$ cat src/rtl/mult_arb_2.sv
// ============================================================================
//  Module   : mult_arb_2
//  Brief    : Round-robin arbiter sharing one pipelined 8x8 multiplier among
//             NREQ requesters. A tag pipeline follows each issued operation
//             so that every product is returned to the requester that issued it.
//  Revision : 1.0 - initial release
// ============================================================================
`default_nettype none

module mult_arb_2 #(
    parameter int NREQ     = 4,
    parameter int MULT_LAT = 8
) (
    input  logic                 clk,
    input  logic                 rst,
    input  logic [NREQ-1:0]      req,
    input  logic [8*NREQ-1:0]    op_a,
    input  logic [8*NREQ-1:0]    op_b,
    input  logic                 flush,
    output logic [NREQ-1:0]      gnt,
    output logic [NREQ-1:0]      res_vld,
    output logic [15:0]          res_data,
    output logic                 mult_en,
    output logic [7:0]           mult_1,
    output logic [7:0]           mult_2,
    input  logic [15:0]          mult_result,
    input  logic                 mult_rdy,
    output logic                 busy,
    output logic                 err
);

    // Requester index width (at least one bit so a single requester still works)
    localparam int c_IDW = (NREQ > 1) ? $clog2(NREQ) : 1;
    // Outstanding count spans 0 .. MULT_LAT+1 (grant-to-retire is 1+MULT_LAT cycles)
    localparam int c_CW  = $clog2(MULT_LAT + 2);
    localparam logic [c_CW-1:0] c_CNT_ONE = c_CW'(1);

    typedef enum logic [1:0] {
        S_IDLE  = 2'd0,
        S_RUN   = 2'd1,
        S_DRAIN = 2'd2
    } state_t;

    state_t             r_state;
    state_t             w_state_nxt;

    logic [c_IDW-1:0]   r_rr_ptr;
    logic [c_CW-1:0]    r_cnt;
    logic               r_err;

    // Issue stage: operands and tag of the operation granted last cycle
    logic               r_mult_en;
    logic [7:0]         r_mult_1;
    logic [7:0]         r_mult_2;
    logic [c_IDW-1:0]   r_issue_id;

    // Tag pipeline aligned with the multiplier latency
    logic [MULT_LAT-1:0] r_tag_v;
    logic [c_IDW-1:0]    r_tag_id [MULT_LAT];

    logic               w_grant_ok;
    logic               w_any_gnt;
    logic [c_IDW-1:0]   w_gnt_id;
    logic [NREQ-1:0]    w_gnt;
    logic               w_tag_out_v;
    logic [c_IDW-1:0]   w_tag_out_id;

    // Modulo-NREQ addition of two requester indices
    function automatic logic [c_IDW-1:0] wrap_add(input logic [c_IDW-1:0] base,
                                                   input logic [c_IDW-1:0] step);
        logic [c_IDW:0] sum;
        sum = {1'b0, base} + {1'b0, step};
        if (sum >= (c_IDW+1)'(NREQ)) begin
            sum = sum - (c_IDW+1)'(NREQ);
        end
        return sum[c_IDW-1:0];
    endfunction

    // Grants are suppressed in reset, while flushing and while draining
    assign w_grant_ok = !rst && !flush && (r_state != S_DRAIN);

    // Round-robin search: first requester at or after the pointer wins
    always_comb begin
        w_gnt     = '0;
        w_gnt_id  = '0;
        w_any_gnt = 1'b0;
        if (w_grant_ok) begin
            for (int k = 0; k < NREQ; k++) begin
                if (!w_any_gnt && req[wrap_add(r_rr_ptr, c_IDW'(k))]) begin
                    w_any_gnt = 1'b1;
                    w_gnt_id  = wrap_add(r_rr_ptr, c_IDW'(k));
                end
            end
            if (w_any_gnt) begin
                w_gnt[w_gnt_id] = 1'b1;
            end
        end
    end

    assign gnt = w_gnt;

    // Capture granted operands, issue to the multiplier, advance the pointer
    always_ff @(posedge clk) begin
        if (rst) begin
            r_mult_en  <= 1'b0;
            r_mult_1   <= 8'd0;
            r_mult_2   <= 8'd0;
            r_issue_id <= '0;
            r_rr_ptr   <= '0;
        end else begin
            r_mult_en <= w_any_gnt;
            if (w_any_gnt) begin
                r_mult_1   <= op_a[8*int'(w_gnt_id) +: 8];
                r_mult_2   <= op_b[8*int'(w_gnt_id) +: 8];
                r_issue_id <= w_gnt_id;
                r_rr_ptr   <= wrap_add(w_gnt_id, c_IDW'(1));
            end
        end
    end

    assign mult_en = r_mult_en;
    assign mult_1  = r_mult_1;
    assign mult_2  = r_mult_2;

    // Shift the {valid,id} tag of every issue cycle toward the result port
    always_ff @(posedge clk) begin
        if (rst) begin
            r_tag_v <= '0;
            for (int k = 0; k < MULT_LAT; k++) begin
                r_tag_id[k] <= '0;
            end
        end else begin
            r_tag_v[0]  <= r_mult_en;
            r_tag_id[0] <= r_issue_id;
            for (int k = 1; k < MULT_LAT; k++) begin
                r_tag_v[k]  <= r_tag_v[k-1];
                r_tag_id[k] <= r_tag_id[k-1];
            end
        end
    end

    assign w_tag_out_v  = r_tag_v[MULT_LAT-1];
    assign w_tag_out_id = r_tag_id[MULT_LAT-1];

    // Route the multiplier result to the requester named by the output tag
    always_comb begin
        res_vld  = '0;
        res_data = 16'd0;
        if (!rst && mult_rdy && w_tag_out_v) begin
            res_vld[w_tag_out_id] = 1'b1;
            res_data              = mult_result;
        end
    end

    // Outstanding operations: grant increments, tag retire decrements
    always_ff @(posedge clk) begin
        if (rst) begin
            r_cnt <= '0;
        end else begin
            case ({w_any_gnt, w_tag_out_v})
                2'b10:   r_cnt <= r_cnt + c_CNT_ONE;
                2'b01:   r_cnt <= r_cnt - c_CNT_ONE;
                default: r_cnt <= r_cnt;
            endcase
        end
    end

    // Sticky flag: result valid and tag valid must always coincide
    always_ff @(posedge clk) begin
        if (rst) begin
            r_err <= 1'b0;
        end else if (mult_rdy != w_tag_out_v) begin
            r_err <= 1'b1;
        end
    end

    assign err = r_err;

    // State register
    always_ff @(posedge clk) begin
        if (rst) begin
            r_state <= S_IDLE;
        end else begin
            r_state <= w_state_nxt;
        end
    end

    // Next-state logic; DRAIN is held for as long as flush stays high
    always_comb begin
        w_state_nxt = r_state;
        case (r_state)
            S_IDLE: begin
                if ((|req) && !flush) begin
                    w_state_nxt = S_RUN;
                end
            end
            S_RUN: begin
                if (flush) begin
                    w_state_nxt = S_DRAIN;
                end else if ((r_cnt == '0) && !(|req)) begin
                    w_state_nxt = S_IDLE;
                end
            end
            S_DRAIN: begin
                if ((r_cnt == '0) && !flush) begin
                    w_state_nxt = S_IDLE;
                end
            end
            default: w_state_nxt = S_IDLE;
        endcase
    end

    assign busy = (r_state != S_IDLE) || (r_cnt != '0);

endmodule

`default_nettype wire

$ cat config.mk
export PLATFORM = sky130hd
export DESIGN_NAME = mult_arb_2
export DESIGN_NICKNAME = d
export VERILOG_FILES = /design/src/rtl/mult_arb_2.sv
export SDC_FILE = /design/constraint.sdc
export NUM_CORES = 1
export LEC_CHECK = 0
export BUFFER_PORTS_ARGS = -buffer_cell sky130_fd_sc_hd__buf_4
export CAP_MARGIN = 20
export CORE_MARGIN = 1
export CORE_UTILIZATION = 25
export DETAILED_ROUTE_END_ITERATION = 7
export MAX_ROUTING_LAYER = met4
export PLACE_DENSITY = 0.59
export SYNTH_ARGS = -nofsm -noshare
export SYNTH_HDL_FRONTEND = slang
export SYNTH_SLANG_ARGS = --single-unit
$ cat constraint.sdc
create_clock -name clk -period 5.8 [get_ports clk]
set_input_delay 0.58 -clock clk [delete_from_list [all_inputs] [get_ports clk]]
set_output_delay 0.58 -clock clk [all_outputs]
set_load 0.01 [all_outputs]
# Word level (Yosys, flattened, before mapping)
# Memories as Yosys holds them, arrays and structs flattened.
# Cells that the tools add are included.
[word_totals]
reg_bits = 36
n_memories = 1
ram_bits = 16
latchBits = 0
out_inout_bits = 43
in_bits = 88
elab_cells = 136
rom_bits = 0
[mem_list]
columns = ["memory", "words", "word_bits", "rd", "rd_ports_with_merged_regs", "wr", "line", "source"]
rows = [
  ["r_tag_id", 8, 2, 8, 0, 8, "59", "logic [c_IDW-1:0] r_tag_id [MULT_LAT];"],
]
[classes]
n_eq_ne = 9
reduce_logical = 26
order_cmp = 13
shifts = 2
n_mul = 0
bitwise_logic = 8
n_div = 0
mux = 57
add_sub_neg = 11
[ops]
columns = ["operator", "count"]
rows = [
  ["indexed part select 32 x 6 -> 8 bit", 2],
  ["2-to-1 mux 2 bit", 27],
  ["< comparator 2 x 3 -> 1 bit, second input constant", 6],
  ["2-to-1 mux 1 bit", 18],
  ["2-to-1 mux 16 bit", 1],
  [">= comparator 3 bit, second input constant", 4],
  ["logical AND 1 bit", 12],
  ["2-to-1 mux 4 bit", 3],
  ["subtractor 2 x 1 -> 2 bit, second input constant", 5],
  ["binary-select mux 1 bit (select 2 bit)", 4],
  ["bitwise OR 1 bit", 8],
  ["case mux 4 bit (2 select lines)", 1],
  ["adder 2 x 1 -> 3 bit, second input constant", 2],
  ["adder 2 x 2 -> 3 bit, second input constant", 2],
  ["logical NOT 1 bit", 6],
  ["inequality test 2 bit, second input constant", 3],
  ["case mux 2 bit (3 select lines)", 1],
  ["adder 4 x 1 -> 4 bit, second input constant", 1],
  ["demux 1 bit (select 2 bit)", 2],
  ["equality test 2 x 1 -> 1 bit, second input constant", 2],
  ["equality test 2 bit, second input constant", 2],
  [">= comparator 2 x 1 -> 1 bit, second input constant", 2],
  ["logical NOT 4 bit", 1],
  ["nonzero test 2 bit", 2],
  ["other kinds (9)", 9],
]

# Longest topological paths before layout
[depth]
depth_word = 26
mapped_depth = 15
ltp_nobuf = 11

# Worst setup path after synthesis
# No wires, ideal clock.
[synth_timing]
path_kind = "input-to-reg"
start = "input port req[0]"
end = "register r_cnt[2]"
path_slack_ns = 2.694
arrival_ns = 3.035
required_time_ns = 5.729
stages = 15
setup_time_ns = 0.071
path_cell_list = "or4_1 > buf_2 > and2_4 > buf_6 > inv_12 > buf_12 > buf_12 > buf_8 > ha_1 > xor2_1 > ha_1 > a21oi_1 > xor2_1 > or3_1 > a21oi_1"
[synth_via]
elab_chain_cells = 19
[synth_lines]
columns = ["element", "line", "source"]
rows = [
  ["from (decl)", "16", "input logic [NREQ-1:0] req,"],
  ["binary-select mux 1 bit (select 2 bit)", "89", "if (!w_any_gnt && req[wrap_add(r_rr_ptr, c_IDW'(k))]) begin"],
  ["2-to-1 mux 1 bit (not written as such)", "89", ""],
  ["2-to-1 mux 1 bit", "89", ""],
  ["2-to-1 mux 1 bit", "87", "if (w_grant_ok) begin"],
  ["logical NOT 1 bit", "89", ""],
  ["logical AND 1 bit", "89", ""],
  ["2-to-1 mux 1 bit", "89", ""],
  ["2-to-1 mux 1 bit", "87", ""],
  ["(+2 left out)", "-", ""],
  ["2-to-1 mux 1 bit", "89", ""],
  ["2-to-1 mux 1 bit", "87", ""],
  ["logical NOT 1 bit", "89", ""],
  ["logical AND 1 bit", "89", ""],
  ["2-to-1 mux 1 bit (*)", "89", ""],
  ["2-to-1 mux 1 bit (*) (2 in series)", "87", ""],
  ["equality test 2 x 1 -> 1 bit or equality test 2 bit (tied branches)", "160", "case ({w_any_gnt, w_tag_out_v})"],
  ["case mux 4 bit (2 select lines) or nonzero test 2 bit (tied branches)", "-", ""],
  ["to (signal assigned)", "161", "2'b10: r_cnt <= r_cnt + c_CNT_ONE;"],
  ["to (signal assigned)", "162", "2'b01: r_cnt <= r_cnt - c_CNT_ONE;"],
  ["to (signal assigned)", "163", "default: r_cnt <= r_cnt;"],
  ["to (decl)", "48", "logic [c_CW-1:0] r_cnt;"],
]
# Mark *: on every way between the ends. The rest lies on a longest branch, timed or not. The select of a mux whose other input is x is not followed.
# A chain may end at the register's enable or synchronous reset.

# Worst setup path after layout
[layout_timing]
start = "input port req[0]"
end = "output port gnt[2]"
[layout_via]
elab_chain_cells = 22
[layout_lines]
columns = ["element", "line", "source"]
rows = [
  ["binary-select mux 1 bit (select 2 bit)", "89", ""],
  ["2-to-1 mux 1 bit (not written as such)", "89", ""],
  ["2-to-1 mux 1 bit", "89", ""],
  ["2-to-1 mux 1 bit", "87", ""],
  ["logical NOT 1 bit", "89", ""],
  ["logical AND 1 bit", "89", ""],
  ["2-to-1 mux 1 bit", "89", ""],
  ["2-to-1 mux 1 bit", "87", ""],
  ["(+6 left out)", "-", ""],
  ["2-to-1 mux 2 bit", "89", ""],
  ["2-to-1 mux 2 bit", "87", ""],
  ["< comparator 2 x 3 -> 1 bit (not written as such) or >= comparator 2 x 1 -> 1 bit (tied branches)", "95", "w_gnt[w_gnt_id] = 1'b1;"],
  ["logical AND 1 bit (not written as such)", "95", ""],
  ["2-to-1 mux 1 bit (not written as such)", "95", ""],
  ["demux 1 bit (select 2 bit)", "95", ""],
  ["2-to-1 mux 4 bit (*)", "94", "if (w_any_gnt) begin"],
  ["2-to-1 mux 4 bit (*)", "87", ""],
  ["to (decl)", "20", "output logic [NREQ-1:0] gnt,"],
]
# Marked as above.

==> results.json <==
{
  "fp.dieH_um": 106,
  "cts_hold_buf": 0,
  "cts_made_buffers": 5,
  "ir_drop_uv": 85.1,
  "syn_area_per_cell_um2": 9.17,
  "syn_inst": 293,
  "remaining_drc_errors": 0,
  "synth.distinct_cells": 43,
  "dp_worst_setup_slack_ns": 2.27,
  "drt-initial-drc-count": 148,
  "coreArea_um2": 10400,
  "maxCapViolCount": 0,
  "worstSetupPathDepth": 8,
  "routed_via_density": 4.99,
  "fin_tns_setup_ns": 0,
  "maxSlewHeadroom_pct": 32.7,
  "max_freq_ghz": 0.292,
  "fin_crit_ns": 3.42,
  "antenna_left": 0,
  "drive_gt1_share_pct": 36.7,
  "end_kind": "output port",
  "hpwl_um": 5580,
  "grt_usage_pct": 13.6,
  "cts_max_level": 2,
  "post_cts_buffers": 0,
  "r2r_cells": 6,
  "antenna_found_initial": 0,
  "path_delay_family": "simple AND/OR/NAND/NOR gates",
  "clk_pin_slew_ns": 0.08,
  "ios": 131,
  "die_area_um2": 11200,
  "vias": 2727,
  "cts_resized": 0,
  "yosysWarningCount": 0,
  "yosys-top-cells-area": "dfxtp_1, nor2b_1, o311ai_0, or4_1, a21oi_1",
  "synth_area_um2": 2690,
  "slew_viol_final": 0,
  "finalPower_mw": 0.838,
  "rsz0062_at_grt": "false",
  "die_x_um": 106,
  "ys_ff_latch": 52,
  "p_leak_nw": 1.59,
  "crit_fanout": 56,
  "hold_viol_final": 0,
  "synth_top_cell_by_area": "dfxtp_1",
  "wl_per_cell_um": 14.0,
  "crit_required_ns": 5.22,
  "syn_nets": 384,
  "arrival_ns": 2.84,
  "powerDensity_nw_per_um2": 220,
  "min_path_type": "reg2reg",
  "cpMostUsedCell": "buf_4",
  "worstHoldPathCells": 1,
  "port_buffers": 130,
  "globalplace.congestion": 0.770,
  "worstSetupStartpointType": "input pin",
  "slowest_delay_ns": 0.63,
  "post-place-cells": 538,
  "area_growth_pct": 41.5,
  "grt_pass1_vias": 2545,
  "fin_util_pct": 36.7,
  "setup_ws_ns": 2.38,
  "num_antenna_cells": 0,
  "finalSetupViolCount": 0,
  "worst-setup-path-type": "in2out",
  "cpMaxStageDelayCell": "nor3_4",
  "cts_num_sinks": 52,
  "totalWireLength_um": 7640,
  "timing.final.crit_share_pct": 59.0,
  "cts_tree": "yes",
  "fin_worst_skew_ns": 0.0146,
  "grt_pass1_wl_um": 12000,
  "path_cells": "buf_4 -> or4_1 -> and2_4 -> inv_12 -> nor3_4 -> nand2_1 -> inv_1 -> buf_4",
  "clock_latency_ns": 0.31,
  "worst-path-buf-inv": 4,
  "clock_path_buffers": 2,
  "final_nets": 501,
  "status": "complete, no violations",
  "std_cell_rows": 37,
  "clock-root-buffer": "clkbuf_8",
  "grt_max_degree": 57,
  "seq_area_frac_synth_pct": 38.8,
  "synth_top_area_share_pct": 38.8,
  "start_util_pct": 25.9,
  "drtPass1Iterations": 4,
  "grt_overflow": 0,
  "worstMarginPinSlew_ns": 1.01,
  "final_cells": 547
}
-- routing by layer --
metal | track usage (%) | vias to the layer above | part of all wire, %
li1 | - | 1341 | -
met1 | 16.8 | 1230 | 43
met2 | 22.4 | 144 | 47
met3 | 2.91 | 12 | 8.9
met4 | 4.07 | 0 | 1.6
met5 | - | - | 0
-- through the flow --
step           cell area (µm²)  hold slack [ns]
6_report                  3800            0.441
5_1_grt                   3800            0.457
4_1_cts                   3790            0.447
3_5_place_dp              3690            0.426
3_3_place_gp              3690            0.416
2_1_floorplan             2690            0.414
-- power by group --
group          internal (mW)  switching [mW]  total (mW)  leakage [nW]
sequential             0.380          0.0233       0.404         0.424
clock                  0.128           0.116       0.244        0.0552
combinational          0.100          0.0904       0.190          1.11
total                  0.608           0.230       0.838          1.59
-- registers in the layout, indices dropped and copies added, names as in the netlist --
name / flops
r_tag_id: 16
mult_1: 8
mult_2: 8
r_tag_v: 8
r_cnt: 4
r_issue_id: 2
r_rr_ptr: 2
r_state: 2
err: 1
mult_en: 1
-- kinds of logic (layout without fill, tap and decap cells) --
family	after synthesis	count (layout)	share of synthesized area, %
buf+inv	29	147	7.17
mux	1	1	0.373
simple gates	101	101	23.0
fa+ha+maj	3	3	1.40
flops	52	52	38.8
compound gates	103	103	28.0
xor+xnor	4	4	1.30
-- cell usage after synthesis, drive strengths merged --
master / instances
nand2: 8
or4: 18
nor3: 5
and3: 1
nor2b: 27
or2: 3
o21ai: 23
or3: 2
xnor2: 1
o311ai: 16
clkbuf: 11
xor2: 3
o31ai: 1
a21oi: 25
and3b: 1
ha: 3
o221ai: 16
inv: 7
and2: 17
a31oi: 2
o211ai: 16
a221oi: 3
nor4: 2
dfxtp: 52
a2111oi: 1
nor2: 12
nand2b: 2
nor3b: 1
mux2i: 1
nand3b: 2
buf: 11
-- cell usage in the layout (no fill, tap or decap), types with 3 or more instances in the layout --
cell type	netlist	final
dfxtp_1	52	52
nand2_1	8	8
nor2_1	12	12
inv_1	6	6
o311ai_0	16	16
xor2_1	3	3
ha_1	3	3
nor3_1	4	4
and2_1	16	16
a21oi_1	25	25
o221ai_1	11	11
buf_4	1	132
clkbuf_8	0	5
o221ai_2	5	5
or4_1	18	18
o21ai_0	21	21
nor2b_1	27	27
o211ai_1	16	16
-- path summary, 6_finish.rpt --
check | to | start | slack (ns)
worst min-delay path | r_tag_id[1][2]$_SDFF_PP0_ | r_tag_id[1][0]$_SDFF_PP0_ | 0.44
worst min register to register | r_tag_id[1][2]$_SDFF_PP0_ | r_tag_id[1][0]$_SDFF_PP0_ | 0.44
worst max-delay path | gnt[2] | req[0] | 2.38
worst max register to register | mult_2[7]$_SDFFE_PP0P_ | r_rr_ptr[1]$_SDFFE_PP0P_ | 3.11
-- final cells by class --
| cell class | instances | area, µm² |
|---|---|---|
| fillers | 1102 | 6570 |
| multi-input cells | 212 | 1450 |
| flip-flops and latches | 52 | 1040 |
| repair buffers | 132 | 991 |
| well taps | 136 | 170 |
| clock buffers | 6 | 72.6 |
| inverters | 7 | 38.8 |
| clock inverters | 2 | 35.0 |
(Power assumes the default switching activity.)
